[src/rtl/intra_mode_decider.sv]
// intra_mode_decider: accumulates per-mode SAD over one residual block, then
// scans the modes one per cycle and presents the lowest-SAD mode (lowest
// index wins ties) until the consumer takes it.
// Optional feature: define INTRA_MODE_MASK_EN to add the mode_mask input,
// sampled on the first beat of each block; masked-off modes are skipped.
module intra_mode_decider #(
    parameter int NUM_MODES  = 8,
    parameter int BLK_PIXELS = 16,
    parameter int SAMPLE_W   = 9,
    parameter int SAD_W      = 16
) (
    input  logic                          clk,
    input  logic                          reset,
    input  logic                          enable,
    input  logic                          res_valid,
    output logic                          res_ready,
    input  logic [NUM_MODES*SAMPLE_W-1:0] res_data,
    input  logic                          res_last,
    output logic                          out_valid,
    input  logic                          out_ready,
    output logic [3:0]                    best_mode,
    output logic [SAD_W-1:0]              best_sad,
    output logic                          last_err
`ifdef INTRA_MODE_MASK_EN
    ,
    input  logic [NUM_MODES-1:0]          mode_mask
`endif
);
    localparam int IDX_W = (NUM_MODES > 1) ? $clog2(NUM_MODES) : 1;
    localparam int CNT_W = $clog2(BLK_PIXELS + 1);
    localparam int SUM_W = ((SAD_W > SAMPLE_W) ? SAD_W : SAMPLE_W) + 1;
    localparam logic [SAD_W-1:0] SAD_MAX = '1;

    typedef enum logic [1:0] {ACCUM, SCAN, OUT} state_t;

    state_t                          state_q, state_d;
    logic [CNT_W-1:0]                cnt_q, cnt_d;
    logic [NUM_MODES-1:0][SAD_W-1:0] acc_q, acc_d, acc_add;
    logic [IDX_W-1:0]                scan_q, scan_d;
    logic [3:0]                      best_mode_q, best_mode_d;
    logic [SAD_W-1:0]                best_sad_q, best_sad_d;
    logic                            found_q, found_d;
    logic                            last_err_q, last_err_d;
    logic [NUM_MODES-1:0]            elig;
    logic                            blk_full, beat_is_last;

`ifdef INTRA_MODE_MASK_EN
    logic [NUM_MODES-1:0]            mask_q, mask_d;
    assign elig = mask_q;
`else
    assign elig = '1;
`endif

    // Block is full once BLK_PIXELS beats are in; res_last is only checked.
    assign blk_full     = (cnt_q == CNT_W'(BLK_PIXELS));
    assign beat_is_last = (cnt_q == CNT_W'(BLK_PIXELS - 1));

    // Per-mode |residual| and saturating accumulate. The magnitude is kept
    // unsigned so the most negative sample maps to 2^(SAMPLE_W-1).
    for (genvar m = 0; m < NUM_MODES; m++) begin : g_mode
        logic [SAMPLE_W-1:0] smp, mag;
        logic [SUM_W-1:0]    sum;
        assign smp        = res_data[m*SAMPLE_W +: SAMPLE_W];
        assign mag        = smp[SAMPLE_W-1] ? (~smp + SAMPLE_W'(1)) : smp;
        assign sum        = SUM_W'(acc_q[m]) + SUM_W'(mag);
        assign acc_add[m] = (sum > SUM_W'(SAD_MAX)) ? SAD_MAX : sum[SAD_W-1:0];
    end

    assign out_valid = (state_q == OUT);
    assign best_mode = best_mode_q;
    assign best_sad  = best_sad_q;
    assign last_err  = last_err_q;

    // State and datapath registers; synchronous reset drops any block in flight.
    always_ff @(posedge clk) begin
        if (reset) begin
            state_q     <= ACCUM;
            cnt_q       <= '0;
            acc_q       <= '0;
            scan_q      <= '0;
            best_mode_q <= '0;
            best_sad_q  <= '0;
            found_q     <= 1'b0;
            last_err_q  <= 1'b0;
`ifdef INTRA_MODE_MASK_EN
            mask_q      <= '0;
`endif
        end else begin
            state_q     <= state_d;
            cnt_q       <= cnt_d;
            acc_q       <= acc_d;
            scan_q      <= scan_d;
            best_mode_q <= best_mode_d;
            best_sad_q  <= best_sad_d;
            found_q     <= found_d;
            last_err_q  <= last_err_d;
`ifdef INTRA_MODE_MASK_EN
            mask_q      <= mask_d;
`endif
        end
    end

    // Next-state logic: accumulate, scan one mode per cycle, hold the result.
    always_comb begin
        state_d     = state_q;
        cnt_d       = cnt_q;
        acc_d       = acc_q;
        scan_d      = scan_q;
        best_mode_d = best_mode_q;
        best_sad_d  = best_sad_q;
        found_d     = found_q;
        last_err_d  = last_err_q;
`ifdef INTRA_MODE_MASK_EN
        mask_d      = mask_q;
`endif
        res_ready   = 1'b0;
        if (enable) begin
            last_err_d = 1'b0;
            case (state_q)
                ACCUM: begin
                    // The cycle after the final beat stalls input and seeds the scan.
                    res_ready = !reset && !blk_full;
                    if (blk_full) begin
                        state_d     = SCAN;
                        scan_d      = '0;
                        best_mode_d = '0;
                        best_sad_d  = SAD_MAX;
                        found_d     = 1'b0;
                    end else if (res_valid) begin
                        acc_d      = acc_add;
                        cnt_d      = cnt_q + CNT_W'(1);
                        last_err_d = (res_last != beat_is_last);
`ifdef INTRA_MODE_MASK_EN
                        if (cnt_q == '0) mask_d = mode_mask;
`endif
                    end
                end
                SCAN: begin
                    // The first eligible mode always seeds; later ones need strictly less.
                    if (elig[scan_q] && (!found_q || acc_q[scan_q] < best_sad_q)) begin
                        found_d     = 1'b1;
                        best_mode_d = 4'(scan_q);
                        best_sad_d  = acc_q[scan_q];
                    end
                    if (scan_q == IDX_W'(NUM_MODES - 1)) state_d = OUT;
                    else                                 scan_d  = scan_q + IDX_W'(1);
                end
                OUT: begin
                    if (out_ready) begin
                        state_d = ACCUM;
                        acc_d   = '0;
                        cnt_d   = '0;
                    end
                end
                default: state_d = ACCUM;
            endcase
        end
    end
endmodule

[config.mk]
export PLATFORM = sky130hd
export DESIGN_NAME = intra_mode_decider
export DESIGN_NICKNAME = d
export VERILOG_FILES = /design/src/rtl/intra_mode_decider.sv
export SDC_FILE = /design/constraint.sdc
export NUM_CORES = 1
export LEC_CHECK = 0
export ABC_AREA = 1
export CAP_MARGIN = 10
export CORE_MARGIN = 2
export CORE_UTILIZATION = 35
export DETAILED_ROUTE_END_ITERATION = 10
export DONT_BUFFER_PORTS = 1
export GPL_ROUTABILITY_DRIVEN = 0
export PLACE_DENSITY = 0.54
export SLEW_MARGIN = 10
export SYNTH_ARGS = -nofsm -noshare
export SYNTH_HDL_FRONTEND = slang
export SYNTH_SLANG_ARGS = --single-unit
[constraint.sdc]
create_clock -name clk -period 7.5 [get_ports clk]
set_clock_uncertainty 0.05 [all_clocks]
set_input_delay 0.75 -clock clk [delete_from_list [all_inputs] [get_ports clk]]
set_output_delay 0.75 -clock clk [all_outputs]
set_load 0.05 [all_outputs]
==> metrics.log, run 1 <==
INFO  metric slew_viol_final = 0
INFO  metric antenna-diode-count = 0
INFO  metric cts_tree = built
INFO  metric critPathRequiredTime = around 8 ns
INFO  metric syn_avg_cell_area = 6.54 µm²
INFO  metric critical_path.endpoint_type = flop
INFO  metric post_synth_num_cell_types = 47
INFO  metric pin_count_of_the_biggest_net_entering_global_routing = between 100 and 150
INFO  metric global_route.usage.met2 = 31.9%
INFO  metric placed_cells = approximately 2300
INFO  metric use_met3 = 2.60%
INFO  metric ys_top_cells_by_count = nand2_1, a21oi_1, nor2_1, inv_1, o21ai_0
INFO  metric placement_rows = 69
INFO  metric synth_top_flop_cell = dfxtp_1
INFO  metric gr_util_met1 = 28.0%
INFO  metric cts-hold-fix-buffers = 0
INFO  metric cts_repair_resize_count = 0
INFO  metric vias = between 10000 and 15000
INFO  metric detailedRoute.firstIterationViolations = 919
INFO  metric period_minus_slack = around 4.2 ns
INFO  metric rsz0062_at_grt = no
INFO  metric synthArstFlopShare = 0%
INFO  metric max_cap_violations = 0
INFO  metric post_drt_wl_per_cell = 16.0 µm
INFO  metric count_of_port_buffers_added_during_placement = 0
INFO  metric cellLeakagePower = 5.78 nW
INFO  metric p_total = 2.27 mW
INFO  metric seq_area_frac_synth = 25.0%
INFO  metric detailedPlacementHpwl = 28200 µm
INFO  metric yosys_register_bits = 159
INFO  metric timing.final.setup_violations = 0
INFO  metric finish.net_count = around 2100
INFO  metric area_grow_syn2layout = 6.54%
INFO  metric timing.setup.tns = 0 ns
INFO  metric vdd_drop_max = 117 µV
INFO  metric worst_hold_path.endpoint = acc_q[48]
INFO  metric power.density_cell_area = 167 nW/µm²
INFO  metric stdcell_count = 2361
INFO  metric critical_path.reg2reg.startpoint = scan_q[1]
INFO  metric first_pass_grt_wire_length = 60500 µm
INFO  metric clockRootBuffer = clkbuf_16
INFO  metric final-hold-violation-count = 0
INFO  metric design.die.area = 38000 µm²
INFO  metric pin_count = just over 100
INFO  metric tritoncts_num_sinks = 159
INFO  metric utilization_after_layout = 38.0%
INFO  metric clkTransAtPathRegs = 0.08 ns
INFO  metric number_of_enable_flip_flop_cells_after_synthesis = 0
INFO  metric hold_slack = 0.339 ns
INFO  metric clock_latency = between 0.4 and 0.5 ns
INFO  metric worst_hold_path_cells = 1
INFO  metric critPathLaunchType = flop
INFO  metric proportion_of_layout_cells_with_a_drive_suffix_above_1 = 3.47%
INFO  metric post_synth_inst_count = 1949
INFO  metric fp.coreArea = 35700 µm²
INFO  metric grt_antenna_before_repair = 0
INFO  metric synth_top_area_cell = dfxtp_1
INFO  metric cp.arrival = 4.52 ns
INFO  metric post-route-period-util = a little under three fifths
INFO  metric ys_top_cells_by_area = dfxtp_1, nand2_1, ha_1, a21oi_1, o21ai_0
INFO  metric min_from = reset
INFO  metric mappedNetlistArea = around 13000 µm²
INFO  metric numCtsBuffers = 17
INFO  metric rr_worst_depth = 17
INFO  metric detail_route.first_pass.iterations = 6
INFO  metric yosysMostFrequentCell = nand2_1
INFO  metric yosys_warnings = 0
INFO  metric cp_max_fo = 38
INFO  metric dieHeight = 195 µm
INFO  metric min_delay_path_class = input port to flop
INFO  metric grt_overflow_total = 0
INFO  metric cts.htree.levels = 4
INFO  metric detailed_place.area = 13000 µm²
INFO  metric detail_route.vias_per_cell = 5.19
INFO  metric drcViolationCount = 0
INFO  metric final_design_area_no_fill = 13600 µm²
INFO  metric first_global_vias = 11222
INFO  metric post_cts.repair.setup_buffers = 0
INFO  metric maxSlewHeadroom = between 10% and 20%
INFO  metric criticalPathCategory = flop to flop
INFO  metric layout_setup_ws = 3.26 ns
INFO  metric start_util = 35.7%
INFO  metric post-place-ws = 3.40 ns
INFO  metric die_w = 195 µm
INFO  metric ff2ff_setup_slack = between 3 and 4 ns
INFO  metric tightestPinTransition = 1.20 ns
INFO  metric global_route.usage.total = between 10% and 20%
INFO  metric synth.net_count = 2143
INFO  metric max_freq = 236 MHz
INFO  metric r2r_endpoint = best_sad[13]
INFO  metric detail_route.wirelength = 37800 µm
INFO  metric ctsLongestPathBuffers = 2
INFO  metric yosysTopAreaCellShare = 25.0%
INFO  metric busiest_layer = met2
INFO  metric route.antenna.remaining_nets = 0
INFO  metric outcome = completed
==> layer usage <==
layer  share of wire [%]  routed length [µm]
met2                  45               17200
met4                 1.1                 427
met1                  49               18600
met5                   0                   0
met3                 4.2                1570
==> flip-flops by register name, summed over array words and instances, names as in the netlist <==
signal	flops
scan_q	3
best_mode	3
state_q	2
last_err	1
acc_q	128
best_sad	16
cnt_q	5
found_q	1
==> cell type report <==
cell class / instances / area (µm²)
Sequential cell: 159 / 3180
Tap cell: 461 / 577
Timing Repair Buffer: 6 / 45.0
Clock inverter: 15 / 161
Multi-Input combinational cell: 1510 / 8470
Clock buffer: 17 / 425
Inverter: 193 / 727
Fill cell: 3840 / 22200
==> cells by family (layout without fill, tap and decap cells) <==
logic type	after synthesis	count (layout)	share of synthesized area (%)
AND/OR/NAND/NOR	744	744	23.9
AO/OA/AOI/OAI	527	527	22.2
buffers and inverters	280	231	8.70
flip-flops	159	159	25.0
XOR/XNOR	122	122	8.38
adder cells (fa/ha/maj)	116	116	11.9
other	1	1	0.0294
==> placed cells by master (no fill, tap or decap), types with 3 or more instances in the layout <==
cell type and count:
a21boi_0 5, nor2_2 5, o21bai_1 7, ha_1 108, o211ai_1 4, a21boi_1 3, o21ai_1 11, a21oi_2 3
a21oi_1 247, fa_1 8, xnor2_1 25, or2_2 4, dfxtp_1 158, a221oi_1 3, inv_8 4, xor2_1 97
nor4_1 9, clkbuf_16 17, clkinv_8 3, nand2_1 405, nand3b_1 3, o31ai_1 9, o21ai_2 4, inv_1 188
nor3_1 15, inv_6 6, a211oi_1 5, a41oi_1 3, o21ai_0 187, o22ai_1 11, nor2_1 191, nand3_1 93
a31oi_1 19, inv_2 4, buf_4 6, nand4_1 12
==> worst max-delay path by stage <==
stage / from / end / slack [ns]
finish: scan_q[1] / best_sad[13] / 3.26
global route: scan_q[1] / best_sad[13] / 2.92
CTS: scan_q[1] / best_sad[13] / 3.38
detailed placement: scan_q[1] / best_sad[13] / 3.40
global placement: scan_q[1] / best_sad[9] / 3.47
floorplan: res_data[36] / acc_q[66] / 4.32
==> power by group <==
part	switching, mW	internal (mW)	total (mW)
sequential	0.0531	0.879	0.932
combinational	0.270	0.186	0.456
clock	0.435	0.447	0.882
==> critical path: stages, from the launching register on <==
cell and delay (ns):
dfxtp_1 0.31, buf_4 0.24, inv_2 0.46, o21ai_0 0.19, o22ai_1 0.20, nor2_1 0.07
a31oi_1 0.41, ha_1 0.33, a21oi_1 0.19, nor2_1 0.07, a211oi_1 0.18, nand2_1 0.09
nand2_1 0.06, nand2_1 0.05, nand2_1 0.87, nand3_1 0.17, nand2_1 0.13, nor2_1 0.05
(Power assumes the default switching activity.)
==> inputs of run 2 (changes only) <==
--- a/config.mk
+++ b/config.mk
@@ -12,7 +12,7 @@
 export DETAILED_ROUTE_END_ITERATION = 10
 export DONT_BUFFER_PORTS = 1
 export GPL_ROUTABILITY_DRIVEN = 0
-export PLACE_DENSITY = 0.54
+export PLACE_DENSITY = 0.56
 export SLEW_MARGIN = 10
 export SYNTH_ARGS = -nofsm -noshare
 export SYNTH_HDL_FRONTEND = slang
==> constraint.sdc (replaced) <==
create_clock -name clk -period 3.9 [get_ports clk]
set_clock_uncertainty 0.05 [all_clocks]
set_input_delay 0.39 -clock clk [delete_from_list [all_inputs] [get_ports clk]]
set_output_delay 0.39 -clock clk [all_outputs]
set_load 0.05 [all_outputs]
==> metrics.log, run 2 (synthesis gave the netlist of run 1 again) <==
INFO  metric outcome = completed
INFO  metric detail_route.wirelength = 37200 µm (-1.6%)
INFO  metric cp_cell_sequence = inv_2 -> buf_4 -> nor2_1 -> o21ai_1 -> a21oi_1 -> a31oi_1 -> ha_1 -> a21oi_1 -> o21a_1 -> o221a_2 -> nand2_1 -> nand2_1 -> buf_4 -> nand3_1 -> nand2_1 -> nor2_1
INFO  metric cp.arrival = 3.53 ns (-0.99 ns)
INFO  metric cts_tree = built
INFO  metric clkTransAtPathRegs = 0.07 ns (about the same)
INFO  metric timing.final.setup_violations = 0 (unchanged)
INFO  metric cts_repair_resize_count = 0 (unchanged)
INFO  metric layout_commonest_cell = nand2_1
INFO  metric first_pass_grt_wire_length = 60900 µm (+0.75%)
INFO  metric maxSlewHeadroom = 25.2% (+5.6 points)
INFO  metric cp_top_family = compound AO/OA/AOI/OAI gates
INFO  metric cp.buffers_inverters = 3 (+1)
INFO  metric critPathLaunchType = flop
INFO  metric vdd_drop_max = 204 µV (+75%)
INFO  metric detailedPlacementHpwl = 27300 µm (-3.0%)
INFO  metric ctsLongestPathBuffers = 2 (unchanged)
INFO  metric cp_max_fo = 37 (-2.6%)
INFO  metric tightestPinTransition = 1.12 ns (-0.0854 ns)
INFO  metric finish.net_count = 2096 (+0.72%)
INFO  metric timing.setup.tns = 0 ns (unchanged)
INFO  metric vias = 12402 (+1.1%)
INFO  metric tritoncts_num_sinks = 159 (unchanged)
INFO  metric fp.coreArea = 35700 µm² (unchanged)
INFO  metric design.die.area = 38000 µm² (unchanged)
INFO  metric proportion_of_layout_cells_with_a_drive_suffix_above_1 = 4.13% (+0.65 points)
INFO  metric numCtsBuffers = 17 (unchanged)
INFO  metric cellLeakagePower = 5.88 nW (+1.7%)
INFO  metric cell_seen_most_often_among_critical_path_stages = nand2_1
INFO  metric hold_slack = 0.0511 ns (-0.288 ns)
INFO  metric clock_latency = 0.45 ns (about the same)
INFO  metric die_w = 195 µm (unchanged)
INFO  metric post-place-ws = 0.682 ns (-2.72 ns)
INFO  metric pin_count = 101 (unchanged)
INFO  metric antenna-diode-count = 0 (unchanged)
INFO  metric cts.htree.levels = 4 (unchanged)
INFO  metric registers.top_by_ff_count = acc_q
INFO  metric post_cts.repair.setup_buffers = 0 (unchanged)
INFO  metric cpPeakStageDelay = 0.37 ns (-0.50 ns)
INFO  metric most-common-layout-cells = nand2_1, a21oi_1, nor2_1
INFO  metric critical_path.endpoint_type = flop
INFO  metric final-hold-violation-count = 0 (unchanged)
INFO  metric detailedRoute.firstIterationViolations = 960 (+4.5%)
INFO  metric area_grow_syn2layout = 8.08%
INFO  metric min_delay_path_class = input port to flop
INFO  metric rsz0062_at_grt = no
INFO  metric post-route-period-util = 83.3% (+27 points)
INFO  metric post_drt_wl_per_cell = 15.7 µm (-2.2%)
INFO  metric grt_antenna_before_repair = 0 (unchanged)
INFO  metric power.density_cell_area = 324 nW/µm² (+94%)
INFO  metric grt_overflow_total = 0 (unchanged)
INFO  metric slew_viol_final = 0 (unchanged)
INFO  metric fillCellCount = 3826 (-0.36%)
INFO  metric global_route.usage.total = 19.7% (-0.083 points)
INFO  metric critPathRequiredTime = 4.18 ns (-3.60 ns)
INFO  metric route.antenna.remaining_nets = 0 (unchanged)
INFO  metric detail_route.first_pass.iterations = 5 (-1)
INFO  metric layout_setup_ws = 0.653 ns (-2.61 ns)
INFO  metric placement_rows = 69 (unchanged)
INFO  metric count_of_port_buffers_added_during_placement = 0 (unchanged)
INFO  metric cpMaxStageDelayCell = buf_4
INFO  metric dieHeight = 195 µm (unchanged)
INFO  metric criticalPathCategory = flop to flop
INFO  metric largest_register_ffs = 128 (unchanged)
INFO  metric pin_count_of_the_biggest_net_entering_global_routing = 132 (-4.3%)
INFO  metric drcViolationCount = 0 (unchanged)
INFO  metric detail_route.vias_per_cell = 5.22 (+0.51%)
INFO  metric start_util = 35.7% (unchanged)
INFO  metric first_global_vias = 11629 (+3.6%)
INFO  metric max_freq = 308 MHz (+31%)
INFO  metric clockRootBuffer = clkbuf_16
INFO  metric max_cap_violations = 0 (unchanged)
INFO  metric period_minus_slack = 3.25 ns (-0.993 ns)
-- run 2: what timing repair did --
item                                    4_1_cts  5_1_grt
endpoints found under the setup margin        0        0
hold buffers                                  2        0
endpoints found under the hold margin       115        0
-- run 2: per-stage QoR --
step / power, mW / area, µm² / std cells / util [%]
6_report: 4.47 / 13800 / 2376 / 38.6
4_1_cts: 4.50 / 13800 / 2376 / 38.6
2_1_floorplan: 2.52 / 12800 / 1949 / -
5_1_grt: 4.72 / 13800 / 2376 / 38.6
3_3_place_gp: 2.69 / 13100 / 2342 / 36.7
3_5_place_dp: 2.70 / 13100 / 2342 / 36.7
-- run 2: worst paths after layout --
kind	start	end	slack [ns]	depth (start not counted)
hold / removal	res_valid	last_err	0.05	2
setup / recovery	scan_q[0]	best_sad[7]	0.65	16
hold reg to reg	acc_q[126]	acc_q[126]	0.42	2
setup reg to reg	scan_q[0]	best_sad[7]	0.65	16
-- run 2: cell type report --
class | count | area [µm²] | area share (%)
clock buffer | 18 | 429 | 3.11
sequential | 159 | 3180 | 23.1
clock inverter | 14 | 183 | 1.33
timing repair buffer | 21 | 218 | 1.58
multi-input combinational | 1510 | 8470 | 61.4
tap | 461 | 577 | 4.18
inverter | 193 | 726 | 5.27
-- run 2: per-layer routing --
| metal | wire [µm] | GRT usage, % | part of all wire, % |
|---|---|---|---|
| met1 | 17800 | 27.1 | 48 |
| met2 | 17000 | 32.1 | 46 |
| met5 | 0 | 0 | 0 |
| met3 | 1960 | 3.35 | 5.3 |
| met4 | 492 | 4.44 | 1.3 |
-- run 2: power breakdown --
part / total [mW] / internal, mW / switching [mW]
logic: 0.919 / 0.365 / 0.554
clock network: 1.77 / 1.02 / 0.753
registers: 1.78 / 1.69 / 0.0884
-- run 2: worst reg2reg max path, cell delays in order (launching register included) --
cell     delay [ns]
dfxtp_2        0.34
inv_2          0.22
buf_4          0.37
nor2_1         0.09
o21ai_1        0.19
a21oi_1        0.09
a31oi_1        0.33
ha_1           0.33
a21oi_1        0.20
o21a_1         0.14
o221a_2        0.17
nand2_1        0.06
nand2_1        0.08
buf_4          0.24
nand3_1        0.11
nand2_1        0.08
nor2_1         0.05
==> inputs of run 3 (changes only) <==
--- a/config.mk
+++ b/config.mk
@@ -12,7 +12,7 @@
 export DETAILED_ROUTE_END_ITERATION = 10
 export DONT_BUFFER_PORTS = 1
 export GPL_ROUTABILITY_DRIVEN = 0
-export PLACE_DENSITY = 0.56
+export PLACE_DENSITY = 0.54
 export SLEW_MARGIN = 10
 export SYNTH_ARGS = -nofsm -noshare
 export SYNTH_HDL_FRONTEND = slang
==> constraint.sdc (replaced) <==
create_clock -name clk -period 3.26 [get_ports clk]
set_clock_uncertainty 0.05 [all_clocks]
set_input_delay 0.326 -clock clk [delete_from_list [all_inputs] [get_ports clk]]
set_output_delay 0.326 -clock clk [all_outputs]
set_load 0.05 [all_outputs]
==> metrics.log, run 3 (synthesis gave the netlist of run 1 again) <==
INFO  metric grt_overflow_total = 0 (unchanged)
INFO  metric cpMaxStageDelayCell = o21ai_0
INFO  metric post_cts.repair.setup_buffers = 0 (unchanged)
INFO  metric drcViolationCount = 0 (unchanged)
INFO  metric antenna-diode-count = 0 (unchanged)
INFO  metric largest_register_ffs = 128 (unchanged)
INFO  metric cts.htree.levels = 4 (unchanged)
INFO  metric vdd_drop_max = 257 µV (+26%)
INFO  metric cp_top_family = compound AO/OA/AOI/OAI gates
INFO  metric slew_viol_final = 0 (unchanged)
INFO  metric cp.buffers_inverters = 3 (unchanged)
INFO  metric detailedPlacementHpwl = 27100 µm (-0.90%)
INFO  metric first_pass_grt_wire_length = 60300 µm (-1.0%)
INFO  metric dieHeight = 195 µm (unchanged)
INFO  metric layout_commonest_cell = nand2_1
INFO  metric cp_cell_sequence = inv_2 -> buf_12 -> o21ai_0 -> a31oi_2 -> ha_1 -> a21oi_1 -> nor2_1 -> a211oi_1 -> nand2_1 -> nand2_1 -> nand2_1 -> nand2_1 -> buf_4 -> nand3_1 -> nand2_1 -> nor2_1
INFO  metric placed_cells = 2363 (+0.90%)
INFO  metric detail_route.wirelength = 36400 µm (-2.2%)
INFO  metric most-common-layout-cells = nand2_1, a21oi_1, nor2_1
INFO  metric clkTransAtPathRegs = 0.07 ns (about the same)
INFO  metric final_design_area_no_fill = 14000 µm² (+1.8%)
INFO  metric maxSlewHeadroom = 28.1% (+3.0 points)
INFO  metric detailed_place.area = 13400 µm² (+1.7%)
INFO  metric layout_setup_ws = 0.189 ns (-0.464 ns)
INFO  metric detailedRoute.firstIterationViolations = 762 (-21%)
INFO  metric cpPeakStageDelay = 0.55 ns (+0.18 ns)
INFO  metric tritoncts_num_sinks = 159 (unchanged)
INFO  metric design.die.area = 38000 µm² (unchanged)
INFO  metric count_of_port_buffers_added_during_placement = 0 (unchanged)
INFO  metric max_cap_violations = 0 (unchanged)
INFO  metric post-route-period-util = 94.2% (+11 points)
INFO  metric cts_tree = built
INFO  metric proportion_of_layout_cells_with_a_drive_suffix_above_1 = 5.52% (+1.4 points)
INFO  metric placement_rows = 69 (unchanged)
INFO  metric pin_count_of_the_biggest_net_entering_global_routing = 135 (+2.3%)
INFO  metric area_grow_syn2layout = 10.0%
INFO  metric rsz0062_at_grt = no
INFO  metric max_freq = 326 MHz (+5.7%)
INFO  metric critPathLaunchType = flop
INFO  metric detail_route.vias_per_cell = 5.17 (-1.0%)
INFO  metric timing.final.setup_violations = 0 (unchanged)
INFO  metric global_route.usage.total = 19.3% (-0.36 points)
INFO  metric fp.coreArea = 35700 µm² (unchanged)
INFO  metric critical_path.endpoint_type = flop
INFO  metric cell_seen_most_often_among_critical_path_stages = nand2_1
INFO  metric period_minus_slack = 3.07 ns (-0.176 ns)
INFO  metric detail_route.first_pass.iterations = 5 (unchanged)
INFO  metric die_w = 195 µm (unchanged)
INFO  metric ff2ff_setup_slack = 0.19 ns (-0.46 ns)
INFO  metric clockRootBuffer = clkbuf_16
INFO  metric outcome = completed
INFO  metric vias = 12386 (-0.13%)
INFO  metric criticalPathCategory = flop to flop
INFO  metric ctsLongestPathBuffers = 2 (unchanged)
INFO  metric cp_max_fo = 33 (-11%)
INFO  metric start_util = 35.7% (unchanged)
INFO  metric post_drt_wl_per_cell = 15.2 µm (-3.1%)
INFO  metric registers.top_by_ff_count = acc_q
INFO  metric tightestPinTransition = 1.07 ns (-0.0498 ns)
INFO  metric cp.arrival = 3.36 ns (-0.17 ns)
INFO  metric stdcell_count = 2398 (+0.93%)
INFO  metric min_delay_path_class = input port to flop
INFO  metric post-place-ws = -0.0480 ns (-0.730 ns)
INFO  metric pin_count = 101 (unchanged)
INFO  metric route.antenna.remaining_nets = 0 (unchanged)
INFO  metric final-hold-violation-count = 0 (unchanged)
INFO  metric first_global_vias = 11814 (+1.6%)
INFO  metric critPathRequiredTime = 3.55 ns (-0.63 ns)
INFO  metric power.density_cell_area = 376 nW/µm² (+16%)
INFO  metric cellLeakagePower = 6.01 nW (+2.3%)
INFO  metric clock_latency = 0.44 ns (about the same)
INFO  metric numCtsBuffers = 17 (unchanged)
INFO  metric grt_antenna_before_repair = 0 (unchanged)
INFO  metric finish.net_count = 2118 (+1.0%)
run 3: worst min-delay path: cells and delay by family:
kind	cells	cell delay [ns]
buffers and inverters	1	0.03
and+or+nand+nor	2	0.11
run 3: worst paths after layout:
| path | depth (start not counted) | to | from |
|---|---|---|---|
| setup / recovery | 16 | best_mode[1] | scan_q[0] |
| hold / removal | 3 | last_err | enable |
| setup reg to reg | 16 | best_mode[1] | scan_q[0] |
| hold reg to reg | 2 | acc_q[79] | acc_q[79] |
run 3: metrics by stage:
step | setup TNS (ns) | utilization (%) | hold WS [ns] | power (mW)
finish | 0 | 39.3 | 0.0248 | 5.28
global route | 0 | 39.3 | 0.0479 | 5.60
CTS | 0 | 39.2 | 0.0140 | 5.33
detailed placement | -0.168 | 37.4 | 0.367 | 3.25
global placement | 0 | 37.4 | 0.370 | 3.23
floorplan | 0 | - | 0.394 | 3.01
run 3: final cells by class:
cell class                 count  area [µm²]
clock buffer                  17         425
clock inverter                15         166
fill                        3856       21700
inverter                     193         727
multi-input combinational   1510        8500
sequential                   159        3180
tap                          461         577
timing repair buffer          43         448
run 3: report_power, final:
| part | internal, mW | total, mW | switching [mW] |
|---|---|---|---|
| Sequential | 2.02 | 2.12 | 0.0955 |
| Clock | 1.03 | 2.03 | 0.997 |
| Combinational | 0.457 | 1.13 | 0.673 |
| Total | 3.51 | 5.28 | 1.77 |
run 3: routing by layer:
metal	track usage, %	wire (µm)	vias to the layer above
met5	0	0	-
met4	4.61	596	0
met3	2.79	1400	32
met2	31.0	16200	234
met1	27.2	18200	5687
li1	-	-	6433
run 3: what timing repair did:
item	CTS	global route
hold buffers	3	0
endpoints found under the setup margin	0	19
endpoints found under the hold margin	135	0
gates resized for setup	0	8
